--- src/rtl/pixel_scheduler.sv ---
// Frame sequencer for a WS2811 string: steps ledindex through the string, captures each
// pixel's colour from the ledcontroller, hands it to the serializer and times the latch gap.
module pixel_scheduler #(
    parameter int PIXEL_CYCLES = 64,
    parameter int LATCH_CYCLES = 3000
) (
    input  logic        clk,
    input  logic        rst,
    input  logic        start,
    input  logic [7:0]  numleds,
    output logic [7:0]  ledindex,
    input  logic [7:0]  red,
    input  logic [7:0]  green,
    input  logic [7:0]  blue,
    output logic [23:0] pix_data,
    output logic        pix_valid,
    input  logic        pix_ready,
    output logic        busy,
    output logic        frame_done
);

    typedef enum logic [1:0] {
        IDLE    = 2'd0,
        COMPUTE = 2'd1,
        PRESENT = 2'd2,
        LATCH   = 2'd3
    } state_t;

    localparam int MAX_CYCLES = (PIXEL_CYCLES > LATCH_CYCLES) ? PIXEL_CYCLES : LATCH_CYCLES;
    localparam int CW         = (MAX_CYCLES > 1) ? $clog2(MAX_CYCLES) : 1;
    localparam logic [CW-1:0] PIX_LAST   = CW'(PIXEL_CYCLES - 1);
    localparam logic [CW-1:0] LATCH_LAST = CW'(LATCH_CYCLES - 1);
    // A one-cycle latch gap must raise frame_done on entry to LATCH.
    localparam logic LATCH_SHORT = (LATCH_CYCLES == 1) ? 1'b1 : 1'b0;

    state_t        state_r;
    logic [CW-1:0] cnt_r;
    logic [7:0]    nleds_r;

    logic [CW-1:0] cnt_next_s;
    logic          last_pixel_s;
    logic          handshake_s;

    // Next-count, end-of-string and transfer decode.
    always_comb begin
        cnt_next_s   = cnt_r + {{(CW-1){1'b0}}, 1'b1};
        last_pixel_s = 1'b0;
        handshake_s  = 1'b0;
        if (ledindex == (nleds_r - 8'd1)) begin
            last_pixel_s = 1'b1;
        end else begin
            last_pixel_s = 1'b0;
        end
        if (pix_valid && pix_ready) begin
            handshake_s = 1'b1;
        end else begin
            handshake_s = 1'b0;
        end
    end

    // Frame state machine with all outputs registered alongside the state.
    always_ff @(posedge clk) begin
        if (rst) begin
            state_r    <= IDLE;
            cnt_r      <= {CW{1'b0}};
            nleds_r    <= 8'd0;
            ledindex   <= 8'd0;
            pix_data   <= 24'd0;
            pix_valid  <= 1'b0;
            busy       <= 1'b0;
            frame_done <= 1'b0;
        end else begin
            case (state_r)
                IDLE: begin
                    frame_done <= 1'b0;
                    pix_valid  <= 1'b0;
                    if (start) begin
                        nleds_r  <= numleds;
                        ledindex <= 8'd0;
                        cnt_r    <= {CW{1'b0}};
                        busy     <= 1'b1;
                        if (numleds == 8'd0) begin
                            state_r    <= LATCH;
                            frame_done <= LATCH_SHORT;
                        end else begin
                            state_r <= COMPUTE;
                        end
                    end else begin
                        busy <= 1'b0;
                    end
                end
                COMPUTE: begin
                    frame_done <= 1'b0;
                    if (cnt_r == PIX_LAST) begin
                        pix_data  <= {green, red, blue};
                        pix_valid <= 1'b1;
                        state_r   <= PRESENT;
                    end else begin
                        cnt_r <= cnt_next_s;
                    end
                end
                PRESENT: begin
                    frame_done <= 1'b0;
                    if (handshake_s) begin
                        pix_valid <= 1'b0;
                        cnt_r     <= {CW{1'b0}};
                        if (last_pixel_s) begin
                            state_r    <= LATCH;
                            frame_done <= LATCH_SHORT;
                        end else begin
                            ledindex <= ledindex + 8'd1;
                            state_r  <= COMPUTE;
                        end
                    end else begin
                        pix_valid <= 1'b1;
                    end
                end
                LATCH: begin
                    // frame_done marks the final LATCH cycle, so a start beside it is still ignored.
                    if (cnt_r == LATCH_LAST) begin
                        state_r    <= IDLE;
                        busy       <= 1'b0;
                        frame_done <= 1'b0;
                    end else begin
                        cnt_r      <= cnt_next_s;
                        frame_done <= (cnt_next_s == LATCH_LAST);
                    end
                end
                default: begin
                    state_r    <= IDLE;
                    cnt_r      <= {CW{1'b0}};
                    ledindex   <= 8'd0;
                    pix_valid  <= 1'b0;
                    busy       <= 1'b0;
                    frame_done <= 1'b0;
                end
            endcase
        end
    end

endmodule

--- config.mk ---
export PLATFORM = sky130hd
export DESIGN_NAME = pixel_scheduler
export DESIGN_NICKNAME = d
export VERILOG_FILES = /design/src/rtl/pixel_scheduler.sv
export SDC_FILE = /design/constraint.sdc
export NUM_CORES = 1
export LEC_CHECK = 0
export ABC_AREA = 1
export BUFFER_PORTS_ARGS = -buffer_cell sky130_fd_sc_hd__buf_2
export CAP_MARGIN = 20
export CORE_MARGIN = 5
export CORE_UTILIZATION = 58
export DETAILED_ROUTE_END_ITERATION = 16
export GPL_ROUTABILITY_DRIVEN = 0
export GPL_TIMING_DRIVEN = 0
export HOLD_SLACK_MARGIN = 0.12
export PLACE_DENSITY_LB_ADDON = 0.25
export SLEW_MARGIN = 20
export SYNTH_ARGS = -nofsm -noshare
export SYNTH_HDL_FRONTEND = slang
export SYNTH_SLANG_ARGS = --single-unit
--- constraint.sdc ---
create_clock -name clk -period 4.8 [get_ports clk]
set_input_delay 0.96 -clock clk [delete_from_list [all_inputs] [get_ports clk]]
set_output_delay 0.96 -clock clk [all_outputs]
set_load 0.05 [all_outputs]
==> impl_metrics.tcl <==
set metrics [dict create \
    cts_buffer_depth 2 \
    detail-route-antenna-nets 0 \
    crit_type "reg2out" \
    die_w_um 81.76 \
    layout-drive-gt1-share_pct 21.06 \
    num_vias 2969 \
    multi_input_area_mm2 0.001614 \
    start_util_pct 59.23 \
    grt_max_degree 11 \
    yosysWarnings 0 \
    grt_pass1_wl_um 11950 \
    die_h_um 81.76 \
    setup_tns_ns 0 \
    grt_overflow 0 \
    placementRows 26 \
    port_buffers 69 \
    crit_path_top_delay_cell "dfxtp_1" \
    finalHoldViolCount 0 \
    fin_ws_ns 2.721 \
    power_per_cell_area_mw_per_mm2 466.8 \
    cts_max_level 3 \
    run_status "completed" \
    postCtsHoldBufs 0 \
    crit_path_end_kind "output port" \
    antenna_found_initial 0 \
    insertion_delay_ns 0.33 \
    wirelength_um 7361 \
    final_cells 578 \
    startpoint_type "flop" \
    synth_fp_nets 469 \
    cts_resized 0 \
    core_mm2 0.005042 \
    cts_tree "yes" \
    peakVddDrop_uv 253.4 \
    yosys_register_bits 57 \
    antenna_cells 0 \
    num-fill-cells 429 \
    layout_commonest_cell "nor2_1" \
    slew_violations 0 \
    p_leak_nw 1.698 \
    drv_cap 0 \
    drt_iter0_markers 212 \
    root_buffer "clkbuf_8" \
    worst_pin_slew_ns 0.5584 \
    grt_pass1_vias 2733 \
    syn-cell-area_mm2 0.002987 \
    critPathTopFamily "flip-flops" \
    area_growth_pct 21.74 \
    synth_cell_types 36 \
    dieArea_mm2 0.006685 \
    max_freq_mhz 481.0 \
    cts.clk_slew.worst_paths_ns 0.07 \
    grt_use_total_pct 22.92 \
    fin_worst_skew_ns 0.008618 \
    slew_headroom_pct 62.63 \
    numClockSinks 57 \
    synth.avg_cell_area_um2 7.027 \
    area.sequential_mm2 0.001141 \
    drc 0 \
    ios 71 \
    cts_setup_buffers 0 \
    hold_class "reg2reg" \
    via_per_inst 5.137 \
    hpwl_um 5536 \
    critPathMaxFanout 7 \
    slowest_delay_ns 0.47 \
    rsz0062_at_grt "no" \
    worstPathArrival_ns 1.12 \
    first_pass_iters 5 \
    fin_crit_ns 2.079 \
    fin_nets 549 \
    setup_viol 0 \
    layout_common_cells "98 x nor2_1, 71 x buf_2, 60 x nand2_1, 57 x dfxtp_1, 45 x o21ai_0" \
    dp_cells 564 \
    wl_per_cell_um 12.74 \
    pre_cts_slack_ns 2.629 \
    fin_crit_sh_pct 43.32 \
    critPathBufInv 1 \
    seq_area_frac_synth_pct 38.21 \
    cts_buffers 9 \
    cp_cell_sequence "buf_2" \
    crit_required_ns 3.84 \
    netlist_instances 425 \
]
[cells in the mapped netlist (all sizes together)]
cell type / number / area (um2)
o211a: 2 / 20.02
or3: 1 / 6.260
ha: 8 / 100.1
o21ai: 47 / 235.2
nor3b: 1 / 7.510
nor2: 101 / 396.6
a22oi: 1 / 7.510
dfxtp: 57 / 1141
xor2: 11 / 96.34
clkbuf: 7 / 26.28
a211oi: 3 / 22.52
nor3: 7 / 46.30
xnor2: 6 / 52.55
buf: 7 / 55.04
inv: 40 / 150.1
nand2: 66 / 272.8
nand4: 10 / 62.56
nor4: 1 / 6.260
nand3b: 1 / 7.510
or2: 2 / 12.51
a21oi: 26 / 133.9
nand3: 19 / 120.1
o211ai: 1 / 7.510
[through the flow]
| step | area, um2 | util [%] | hold slack (ns) | power [mW] |
|---|---|---|---|---|
| 2_1_floorplan | 2987 | - | 0.4760 | 1.071 |
| 3_3_place_gp | 3420 | 67.82 | 0.4502 | 1.183 |
| 3_5_place_dp | 3420 | 67.82 | 0.4519 | 1.202 |
| 4_1_cts | 3636 | 72.11 | 0.4664 | 1.702 |
| 5_1_grt | 3636 | 72.11 | 0.4924 | 1.812 |
| 6_report | 3636 | 72.11 | 0.4598 | 1.697 |
[layout make-up]
type / count / share of cell area, %
sequential: 57 / 31.38
timing repair buffer: 69 / 9.498
clock inverter: 3 / 1.789
inverter: 40 / 4.129
multi-input combinational: 314 / 44.39
tap: 70 / 2.409
clock buffer: 11 / 4.164
buffer: 14 / 2.237
[flip-flops by register name, summed over array words and instances, names as in the netlist]
register and cells:
busy 1, cnt_r 12, frame_done 1, ledindex 8
nleds_r 8, pix_data 24, pix_valid 1, state_r 2
[where the power goes]
| part | total [mW] | internal (mW) | switching (mW) | leakage, nW |
|---|---|---|---|---|
| logic | 0.595 | 0.208 | 0.387 | 1.12 |
| clock network | 0.493 | 0.314 | 0.179 | 0.111 |
| registers | 0.609 | 0.539 | 0.0701 | 0.464 |
| total | 1.70 | 1.06 | 0.636 | 1.70 |
[metal layers]
| layer | track usage [%] | part of all wire [%] | up-vias |
|---|---|---|---|
| met5 | 0 | 0 | - |
| met4 | 7.807 | 1.0 | 0 |
| met3 | 7.237 | 6.9 | 8 |
| met2 | 38.21 | 49 | 85 |
| met1 | 27.82 | 43 | 1335 |
| li1 | - | - | 1541 |
[cell families after synthesis]
logic type,count (synthesis),share of synthesized area (%)
AND/OR/NAND/NOR,209,31.42
flip-flops,57,38.21
AO/OA/AOI/OAI,80,14.29
buffers and inverters,54,7.750
XOR/XNOR,17,4.985
adder cells (fa/ha/maj),8,3.352
[path summary, 6_finish.rpt]
path | from | end | slack (ns) | cells past startpoint
setup / recovery | ledindex[4] | ledindex[4] | 2.72 | 1
hold / removal | busy | busy | 0.46 | 2
setup reg to reg | state_r[0] | ledindex[1] | 2.78 | 12
hold reg to reg | busy | busy | 0.46 | 2
No activity file was read; power rests on OpenSTA's default activity.
